===== config.mk =====
export PLATFORM = sky130hd
export DESIGN_NAME = gcd_dispatcher_flat
export DESIGN_NICKNAME = d
export VERILOG_FILES = /design/src/rtl/gcd_pkg.sv /design/src/rtl/gcd_dispatcher_if.sv /design/src/rtl/gcd_op_fifo.sv /design/src/rtl/gcd_dispatcher.sv /design/src/flat_wrapper.sv
export SDC_FILE = /design/constraint.sdc
export NUM_CORES = 1
export LEC_CHECK = 0
export CAP_MARGIN = 20
export CORE_MARGIN = 4
export CORE_UTILIZATION = 35
export DETAILED_ROUTE_END_ITERATION = 10
export GPL_TIMING_DRIVEN = 0
export HOLD_SLACK_MARGIN = 0.12
export RECOVER_POWER = 50
export SLEW_MARGIN = 15
export SYNTH_ARGS = -nofsm -noshare
export SYNTH_HDL_FRONTEND = slang
export SYNTH_HIERARCHICAL = 1
export SYNTH_SLANG_ARGS = --single-unit

===== constraint.sdc =====
create_clock -name clk -period 3.7 [get_ports clk]
set_input_delay 0.74 -clock clk [delete_from_list [all_inputs] [get_ports clk]]
set_output_delay 0.74 -clock clk [all_outputs]
set_load 0.03 [all_outputs]

===== src/rtl/gcd_pkg.sv =====
// gcd_pkg
// Shared definitions for the GCD dispatcher slice.
//   - gcdState_e : dispatcher FSM state encoding
//   - DEF_*      : default WIDTH / DEPTH / TIMEOUT values
package gcd_pkg;

    localparam int DEF_WIDTH   = 8;
    localparam int DEF_DEPTH   = 4;
    localparam int DEF_TIMEOUT = 1023;

    typedef enum logic [1:0] {
        IDLE   = 2'd0,
        LAUNCH = 2'd1,
        WAIT   = 2'd2,
        RESP   = 2'd3
    } gcdState_e;

endpackage


===== src/rtl/gcd_dispatcher_if.sv =====
// gcd_dispatcher_if
// Bundles the three handshakes of the dispatcher:
//   in_*   : operand pair producer -> dispatcher (valid/ready)
//   core_* : dispatcher <-> external GCD core (start pulse, done strobe)
//   out_*  : dispatcher -> result consumer (valid/ready), plus fifo_count
// modport slave  : the dispatcher side
// modport master : the environment (producer, core, consumer)
interface gcd_dispatcher_if import gcd_pkg::*; #(
    parameter int WIDTH = DEF_WIDTH,
    parameter int DEPTH = DEF_DEPTH
);
    logic                     in_valid;
    logic                     in_ready;
    logic [WIDTH-1:0]         in_a;
    logic [WIDTH-1:0]         in_b;
    logic                     core_start;
    logic [WIDTH-1:0]         core_a;
    logic [WIDTH-1:0]         core_b;
    logic                     core_done;
    logic [WIDTH-1:0]         core_result;
    logic                     out_valid;
    logic                     out_ready;
    logic [WIDTH-1:0]         out_result;
    logic                     out_err;
    logic [$clog2(DEPTH):0]   fifo_count;

    modport slave (
        input  in_valid, in_a, in_b, core_done, core_result, out_ready,
        output in_ready, core_start, core_a, core_b,
               out_valid, out_result, out_err, fifo_count
    );

    modport master (
        output in_valid, in_a, in_b, core_done, core_result, out_ready,
        input  in_ready, core_start, core_a, core_b,
               out_valid, out_result, out_err, fifo_count
    );
endinterface


===== src/rtl/gcd_op_fifo.sv =====
// gcd_op_fifo
// Synchronous FIFO holding packed operand pairs.
//   clk, reset : clock, async active-high reset
//   push/wrData: write request (ignored when full)
//   pop/rdData : head is always visible on rdData; pop ignored when empty
//   ready      : registered count below DEPTH
//   count      : current occupancy
module gcd_op_fifo #(
    parameter int DW    = 16,
    parameter int DEPTH = 4
) (
    input  logic                   clk,
    input  logic                   reset,
    input  logic                   push,
    input  logic [DW-1:0]          wrData,
    input  logic                   pop,
    output logic [DW-1:0]          rdData,
    output logic                   ready,
    output logic [$clog2(DEPTH):0] count
);
    localparam int AW = $clog2(DEPTH);
    localparam int CW = AW + 1;

    logic [DW-1:0] mem [DEPTH];
    logic [AW-1:0] wrPtr;
    logic [AW-1:0] rdPtr;
    logic          doPush;
    logic          doPop;

    // ready comes from the registered count only, so a full FIFO refuses a
    // push even when the head is popped in the same cycle.
    assign ready  = (count < CW'(DEPTH));
    assign doPush = push && ready;
    assign doPop  = pop && (count != '0);
    assign rdData = mem[rdPtr];

    always_ff @(posedge clk) begin
        if (doPush) mem[wrPtr] <= wrData;
    end

    // DEPTH is a power of two, so pointers wrap by plain overflow.
    always_ff @(posedge clk or posedge reset) begin
        if (reset) begin
            wrPtr <= '0;
            rdPtr <= '0;
            count <= '0;
        end else begin
            if (doPush) wrPtr <= wrPtr + 1'b1;
            if (doPop)  rdPtr <= rdPtr + 1'b1;
            case ({doPush, doPop})
                2'b10:   count <= count + 1'b1;
                2'b01:   count <= count - 1'b1;
                default: count <= count;
            endcase
        end
    end
endmodule


===== src/rtl/gcd_dispatcher.sv =====
// gcd_dispatcher
// Queues operand pairs and feeds them one at a time to an external GCD core.
// Pairs with a zero operand are answered locally without using the core.
// A watchdog aborts a job whose core never reports done.
//   clk, reset : clock, async active-high reset
//   bus        : gcd_dispatcher_if.slave (in_*, core_*, out_*, fifo_count)
module gcd_dispatcher import gcd_pkg::*; #(
    parameter int WIDTH   = DEF_WIDTH,
    parameter int DEPTH   = DEF_DEPTH,
    parameter int TIMEOUT = DEF_TIMEOUT
) (
    input  logic             clk,
    input  logic             reset,
    gcd_dispatcher_if.slave  bus
);
    localparam int WDW = $clog2(TIMEOUT + 1);

    gcdState_e         state, stateNext;
    logic [WDW-1:0]    wdog, wdogNext;
    logic              coreStart, coreStartNext;
    logic [WIDTH-1:0]  coreA, coreANext;
    logic [WIDTH-1:0]  coreB, coreBNext;
    logic              outValid, outValidNext;
    logic [WIDTH-1:0]  outResult, outResultNext;
    logic              outErr, outErrNext;
    logic              pop;
    logic [2*WIDTH-1:0] head;
    logic [WIDTH-1:0]  headA, headB;
    logic [$clog2(DEPTH):0] fifoCount;

    gcd_op_fifo #(.DW(2*WIDTH), .DEPTH(DEPTH)) uFifo (
        .clk    (clk),
        .reset  (reset),
        .push   (bus.in_valid),
        .wrData ({bus.in_a, bus.in_b}),
        .pop    (pop),
        .rdData (head),
        .ready  (bus.in_ready),
        .count  (fifoCount)
    );

    assign headA          = head[2*WIDTH-1:WIDTH];
    assign headB          = head[WIDTH-1:0];
    assign bus.fifo_count = fifoCount;
    assign bus.core_start = coreStart;
    assign bus.core_a     = coreA;
    assign bus.core_b     = coreB;
    assign bus.out_valid  = outValid;
    assign bus.out_result = outResult;
    assign bus.out_err    = outErr;

    always_comb begin
        stateNext     = state;
        wdogNext      = wdog;
        coreStartNext = 1'b0;
        coreANext     = coreA;
        coreBNext     = coreB;
        outValidNext  = outValid;
        outResultNext = outResult;
        outErrNext    = outErr;
        pop           = 1'b0;
        case (state)
            IDLE: begin
                if (fifoCount != '0) begin
                    pop       = 1'b1;
                    coreANext = headA;
                    coreBNext = headB;
                    // gcd(x,0) = x, so a zero operand never needs the core.
                    if (headA == '0 || headB == '0) begin
                        stateNext     = RESP;
                        outValidNext  = 1'b1;
                        outResultNext = (headA == '0) ? headB : headA;
                        outErrNext    = 1'b0;
                    end else begin
                        stateNext     = LAUNCH;
                        coreStartNext = 1'b1;
                    end
                end
            end
            LAUNCH: begin
                stateNext = WAIT;
                wdogNext  = '0;
            end
            WAIT: begin
                wdogNext = wdog + 1'b1;
                // done is tested first so it wins over a coincident timeout
                if (bus.core_done) begin
                    stateNext     = RESP;
                    outValidNext  = 1'b1;
                    outResultNext = bus.core_result;
                    outErrNext    = 1'b0;
                end else if (wdogNext == WDW'(TIMEOUT)) begin
                    stateNext     = RESP;
                    outValidNext  = 1'b1;
                    outResultNext = '0;
                    outErrNext    = 1'b1;
                end
            end
            RESP: begin
                if (bus.out_ready) begin
                    stateNext    = IDLE;
                    outValidNext = 1'b0;
                end
            end
            default: stateNext = IDLE;
        endcase
    end

    always_ff @(posedge clk or posedge reset) begin
        if (reset) begin
            state     <= IDLE;
            wdog      <= '0;
            coreStart <= 1'b0;
            coreA     <= '0;
            coreB     <= '0;
            outValid  <= 1'b0;
            outResult <= '0;
            outErr    <= 1'b0;
        end else begin
            state     <= stateNext;
            wdog      <= wdogNext;
            coreStart <= coreStartNext;
            coreA     <= coreANext;
            coreB     <= coreBNext;
            outValid  <= outValidNext;
            outResult <= outResultNext;
            outErr    <= outErrNext;
        end
    end
endmodule

===== src/flat_wrapper.sv =====
// flat-port wrapper written by rule: the top's interface ports become plain ports
module gcd_dispatcher_flat import gcd_pkg::*;
#(
    parameter int WIDTH   = DEF_WIDTH,
    parameter int DEPTH   = DEF_DEPTH,
    parameter int TIMEOUT = DEF_TIMEOUT
)
  (clk, reset, bus_in_valid, bus_in_a, bus_in_b, bus_core_done, bus_core_result, bus_out_ready, bus_in_ready, bus_core_start, bus_core_a, bus_core_b, bus_out_valid, bus_out_result, bus_out_err, bus_fifo_count);
  gcd_dispatcher_if #(.WIDTH(WIDTH), .DEPTH(DEPTH)) bus_i ();
  input  logic clk;
  input  logic reset;
  input wire logic [$bits(bus_i.in_valid)-1:0] bus_in_valid;
  input wire logic [$bits(bus_i.in_a)-1:0] bus_in_a;
  input wire logic [$bits(bus_i.in_b)-1:0] bus_in_b;
  input wire logic [$bits(bus_i.core_done)-1:0] bus_core_done;
  input wire logic [$bits(bus_i.core_result)-1:0] bus_core_result;
  input wire logic [$bits(bus_i.out_ready)-1:0] bus_out_ready;
  output wire logic [$bits(bus_i.in_ready)-1:0] bus_in_ready;
  output wire logic [$bits(bus_i.core_start)-1:0] bus_core_start;
  output wire logic [$bits(bus_i.core_a)-1:0] bus_core_a;
  output wire logic [$bits(bus_i.core_b)-1:0] bus_core_b;
  output wire logic [$bits(bus_i.out_valid)-1:0] bus_out_valid;
  output wire logic [$bits(bus_i.out_result)-1:0] bus_out_result;
  output wire logic [$bits(bus_i.out_err)-1:0] bus_out_err;
  output wire logic [$bits(bus_i.fifo_count)-1:0] bus_fifo_count;
  assign bus_i.in_valid = bus_in_valid;
  assign bus_i.in_a = bus_in_a;
  assign bus_i.in_b = bus_in_b;
  assign bus_i.core_done = bus_core_done;
  assign bus_i.core_result = bus_core_result;
  assign bus_i.out_ready = bus_out_ready;
  assign bus_in_ready = bus_i.in_ready;
  assign bus_core_start = bus_i.core_start;
  assign bus_core_a = bus_i.core_a;
  assign bus_core_b = bus_i.core_b;
  assign bus_out_valid = bus_i.out_valid;
  assign bus_out_result = bus_i.out_result;
  assign bus_out_err = bus_i.out_err;
  assign bus_fifo_count = bus_i.fifo_count;
  gcd_dispatcher #(.WIDTH(WIDTH), .DEPTH(DEPTH), .TIMEOUT(TIMEOUT)) u_core (.clk(clk), .reset(reset), .bus(bus_i));
endmodule

After elaboration in Yosys (flattened, before gate mapping) --
Memories as Yosys holds them, arrays and structs flattened. Index checks and enable logic that the tools add are counted.
Cells by class: $add $sub $neg 5, $lt $le $gt $ge 1, equal/unequal tests 10, mux-type cells 31, reductions and logical operators 15
Operators by type and width (count):
- 8-bit two-way mux | 5
- 10-bit one-hot mux with 2 select lines | 1
- 8-bit zero test | 2
- 8-bit one-hot mux with 2 select lines | 1
- 1-bit two-way mux | 15
- 10-bit by 1-bit adder with 10-bit output (second input constant) | 1
- 10-bit equality test (second input constant) | 1
- 2-bit two-way mux | 5
- 2-bit one-hot mux with 4 select lines | 1
- 2-bit equality test (second input constant) | 3
- 3-bit one-hot mux with 2 select lines | 1
- 2-bit nonzero test | 3
- 3-bit nonzero test | 2
- 5-bit AND reduction | 1
- 2-bit by 1-bit adder with 2-bit output (second input constant) | 2
- 2-bit by 1-bit equality test with 1-bit output (second input constant) | 2
- 2-bit by 1-bit != test with 1-bit output (second input constant) | 2
- 4-bit AND reduction | 1
- 3-bit by 1-bit adder with 3-bit output (second input constant) | 1
- 3-bit less-than comparator (second input constant) | 1
- 3-bit by 2-bit != test with 1-bit output (second input constant) | 1
- 1-bit one-hot mux with 3 select lines | 1
- 3-bit AND reduction | 1
- 3-bit by 1-bit subtractor with 3-bit output (second input constant) | 1
- other kinds (6) | 7
Storage, ports and cells: bits in registers 46, RAM bits 64, input port bits 29, output and inout bits 31, word-level logic and storage cells 74, memories kept 1
Memory list:
- u_core.uFifo.mem | depth 4, width 16, rd ports 1, clocked after memory_dff 0, write ports 1, line gcd_op_fifo.sv:24 | logic [DW-1:0] mem [DEPTH];

Logic depth before layout (Yosys ltp) --
word-level depth 6, gate-level depth with buffers 13, mapped depth without buffers 11

Modules after synthesis --
Netlist, hierarchy kept.
By module, submodules not included:
- gcd_op_fifo | instances 1, cells an instance 123, area each 2763.9 µm², seq. area each 2097.0 µm²
- gcd_dispatcher | instances 1, cells an instance 201, area each 2100.8 µm², seq. area each 975.9 µm²

Least setup slack after synthesis --
Ideal clock, no wire load.
path type flip-flop to flip-flop, start register u_core.uFifo.rdPtr[0], end register u_core.outResult[0] (netlist: u_core/bus.out_result[0]), setup time 0.127 ns, data arrival time 2.650 ns, required time 3.573 ns, path slack 0.923 ns, cell stages (with the launch flop) 11, buffers on the path 3, clock period less this slack 2.777 ns, path through dfrtp_1 -> buf_6 -> buf_12 -> mux4_2 -> or4_1 -> nor2_4 -> a21oi_2 -> o22ai_2 -> o21a_1 -> buf_6 -> mux2_1
Between the ends: cells in the longest elaborated chain, start to end 6, elaborated cells between the ends (all ways) 10, classes of those cells 1 x eq/ne; 4 x mux; 4 x reduce/logical; 1 x memory
Ends and longest elaborated chain:
- start, declared | line gcd_op_fifo.sv:26 | logic [AW-1:0] rdPtr;
- start signal, assigned | line gcd_op_fifo.sv:49 | if (doPop) rdPtr <= rdPtr + 1'b1;
- memory 4 x 16 bit *
- named net u_core.head[8] | line gcd_dispatcher.sv:27 | logic [2*WIDTH-1:0] head;
- 8-bit zero test | line gcd_dispatcher.sv:69, gcd_dispatcher.sv:72
- 8-bit two-way mux | line gcd_dispatcher.sv:72 | outResultNext = (headA == '0) ? headB : headA;
- 8-bit two-way mux | line gcd_dispatcher.sv:69 | if (headA == '0 || headB == '0) begin
- 8-bit two-way mux | line gcd_dispatcher.sv:64 | if (fifoCount != '0) begin
- 8-bit one-hot mux with 2 select lines | line gcd_dispatcher.sv:62 | case (state)
- end signal, assigned | line gcd_dispatcher.sv:126 | outResult <= outResultNext;
- end, declared | line gcd_dispatcher.sv:24 | logic [WIDTH-1:0] outResult, outResultNext;
Mark *: on every way through the listed nets, which the timed path passes. The rest lies on a longest branch. The select of a mux whose other input is x is not followed. A chain may end at the register's enable or synchronous reset.

Worst setup path after layout --
start register u_core.uFifo.rdPtr[1], end register u_core.outResult[1] (netlist: u_core/bus.out_result[1])
Between the ends: cells in the longest elaborated chain, start to end 6, elaborated cells between the ends (all ways) 10, classes of those cells 1 x eq/ne; 4 x mux; 4 x reduce/logical; 1 x memory
Ends and longest elaborated chain (line):
- memory 4 x 16 bit *
- named net u_core.head[14] | gcd_dispatcher.sv:27
- 8-bit zero test * | gcd_dispatcher.sv:69, gcd_dispatcher.sv:72
- 8-bit two-way mux | gcd_dispatcher.sv:72
- 8-bit two-way mux | gcd_dispatcher.sv:69
- 8-bit two-way mux | gcd_dispatcher.sv:64
- 8-bit one-hot mux with 2 select lines | gcd_dispatcher.sv:62
Marks and branches as above.

==> impl_metrics.env <==
export IMPL_cts_max_level=3
export IMPL_drt_initial_drc_count=238
export IMPL_drive_above_1_share=0.148
export IMPL_coreArea_sq_um=13400
export IMPL_clock_latency_ns=0.35
export IMPL_gp_congestion=0.834
export IMPL_r2r_start="u_core/uFifo/rdPtr[1]"
export IMPL_rsz0062_at_grt="no"
export IMPL_die_area_sq_um=15800
export IMPL_critPathLaunchType="flop"
export IMPL_holdPathStages=1
export IMPL_numPortBuffers=59
export IMPL_grt_pass1_wl_microns=16300
export IMPL_ys_top_cells_by_area="edfxtp_1 40%, dfrtp_1 24%, mux4_1 4.3%"
export IMPL_drt_pass1_iter_count=4
export IMPL_p_per_area_nw_per_um2=831
export IMPL_cpPeakStageDelay_ns=0.59
export IMPL_critPathLaunch="u_core/uFifo/rdPtr[1]"
export IMPL_synth_area_sq_um=4860
export IMPL_period_share=0.857
export IMPL_hold_buffers=0
export IMPL_cts_tree="yes"
export IMPL_via_per_inst=5.02
export IMPL_cp_max_fo=10
export IMPL_cp_data_required_time_ns=3.93
export IMPL_synth_seq_area_share=0.632
export IMPL_crit_slowest_cell="or4_1"
export IMPL_cp_cell_sequence="buf_2, buf_2, mux4_1, or4_1, nor2_4, a21oi_2, o22ai_2, o21a_1, buf_6, mux2_1"
export IMPL_path_depth=10
export IMPL_async_reset_ff_frac=0.418
export IMPL_antenna_found_initial=0
export IMPL_synth_distinct_cells=58
export IMPL_setup_violations=0
export IMPL_fin_crit_ns=3.17
export IMPL_diodes=0
export IMPL_cts_root_buf="clkbuf_16"
export IMPL_num_vias=2891
export IMPL_r2r_setup_slack_ns=0.53
export IMPL_syn_nets=365
export IMPL_fin_skew_ns=0.0108
export IMPL_wl_per_cell_microns=17.3
export IMPL_grt_max_degree=26
export IMPL_dpl_hpwl_microns=7210
export IMPL_final_nets=436
export IMPL_syn_inst=324
export IMPL_synth_largest_area_cell="edfxtp_1"
export IMPL_syn_avg_cell_area_sq_um=15.0
export IMPL_numClockSinks=110
export IMPL_max_clock_freq_ghz=0.315
export IMPL_r2r_cells=10
export IMPL_tns_ns=0
export IMPL_ys_warn_count=6
export IMPL_max_cap_violations=0
export IMPL_hold_viol=0
export IMPL_clk_transition_reported_paths_ns=0.07
export IMPL_clockBufferDepth=2
export IMPL_io_pins=60
export IMPL_antenna_left=0
export IMPL_maxSlewViolCount=0
export IMPL_path_buf_inv=3
export IMPL_worstPathArrival_ns=3.40
export IMPL_grtUsageTotal=0.132
export IMPL_hold_path_class="flop to flop"
export IMPL_hold_slack_ns=0.486
export IMPL_postCtsSetupBuffers=0
export IMPL_cpLargestDelayFamily="simple AND/OR/NAND/NOR gates"
export IMPL_synth_edf_count=64
export IMPL_ctsResizeCount=0
export IMPL_ys_ff_latch=110
export IMPL_r2r_end="u_core/bus.out_result[1]"
export IMPL_finalPower_uw=4960
export IMPL_grt_overflow=0
export IMPL_numCtsBuffers=9
export IMPL_start_util=0.363
export IMPL_wirelength_microns=9960
export IMPL_p_leak_uw=0.00223
export IMPL_fp_dieH_microns=126
export IMPL_route_detailed_drc=0
export IMPL_max_slew_margin_rel=0.0765
export IMPL_area_growth_pct=22.6
export IMPL_grt_pass1_vias=3038
export IMPL_rows=42
export IMPL_cpMostUsedCell="buf_2"
export IMPL_tightest_slew_ns=1.39
export IMPL_ys_dominant_reg_cell="edfxtp_1"
export IMPL_dieWidth_microns=126
export IMPL_peakVddDrop_v=0.000329
export IMPL_synth_top_cell_area_share=0.395
export IMPL_endpoint_kind="flop"
export IMPL_outcome="finished, final reports clean"
export IMPL_min_delay_start="u_core/bus.out_result[0]"
export IMPL_crit_type="flop to flop"
export IMPL_worstSetupEndpoint="u_core/bus.out_result[1]"
[cell usage in the layout (no fill, tap or decap), types with 8 or more instances in the layout]
cell / instances
mux2_2: 16
clkdlybuf4s50_1: 41
edfxtp_1: 64
dlygate4sd3_1: 18
ha_1: 11
clkbuf_16: 9
inv_1: 18
mux4_1: 8
o21ai_0: 17
nand2_1: 36
mux4_2: 8
a21oi_1: 12
dfrtp_1: 46
[metrics by stage]
stage	std cells	area, sq um	utilization	setup WS (ns)
floorplan	324	4860	-	0.923
global placement	559	5680	0.424	0.509
detailed placement	560	5700	0.425	0.493
CTS	576	5980	0.446	0.456
global route	576	5970	0.445	0.344
finish	576	5970	0.445	0.528
[synth_stat cells, types with 6 or more instances]
master     n
nand2_1   36
mux2_2    16
mux4_2     8
dfrtp_1   46
inv_1     18
ha_1      11
o21ai_0   17
a21oi_1   12
edfxtp_1  64
mux2_4     6
and2_1     6
mux4_1     8
[worst reg2reg max path, cell delays in order, from the launching register on]
cell,delay (ns)
dfrtp_1,0.32
buf_2,0.20
buf_2,0.33
mux4_1,0.46
or4_1,0.59
nor2_4,0.21
a21oi_2,0.12
o22ai_2,0.16
o21a_1,0.16
buf_6,0.16
mux2_1,0.33
[worst min path at each step]
stage                               end  slack, ns
2_1_floorplan            u_core/wdog[9]       0.46
5_1_grt        u_core/bus.out_result[0]       0.52
6_report       u_core/bus.out_result[0]       0.49
4_1_cts        u_core/bus.out_result[0]       0.50
3_3_place_gp   u_core/bus.out_result[1]       0.47
3_5_place_dp   u_core/bus.out_result[0]       0.48
[cell type report]
type / instances / area [sq um]
multi-input combinational: 183 / 1640
timing repair buffer: 60 / 594
tap: 176 / 220
fill: 1222 / 7430
buffer: 13 / 87.6
sequential: 110 / 3070
clock inverter: 7 / 61.3
inverter: 18 / 67.6
clock buffer: 9 / 225
[flip-flops by register name (all words and copies together) (netlist names)]
register	count
u_core/bus.out_err	1
u_core/uFifo/count	3
u_core/bus.core_start	1
u_core/uFifo/rdPtr	2
u_core/uFifo/wrPtr	2
u_core/wdog	10
u_core/bus.core_b	8
u_core/uFifo/mem	64
u_core/state	2
u_core/bus.out_result	8
u_core/bus.core_a	8
u_core/bus.out_valid	1
[cell families after synthesis]
| family | share of synthesized area |
|---|---|
| xor+xnor | 0.0126 |
| fa+ha+maj | 0.0324 |
| flops | 0.632 |
| compound gates | 0.0710 |
| mux | 0.147 |
| simple gates | 0.0738 |
| buf+inv | 0.0319 |
[per-layer routing]
layer | global-route usage | routed length, microns | vias up
met3 | 0.0423 | 444 | 13
met2 | 0.228 | 5060 | 77
met1 | 0.160 | 4350 | 1446
li1 | - | - | 1355
met5 | 0 | 0 | -
met4 | 0.0379 | 99 | 0
[power breakdown]
part	switching (uW)	internal, uW
Combinational	1230	1010
Sequential	165	1630
Clock	453	470
Total	1850	3110
Note: power is estimated with default switching activity, not from simulation.
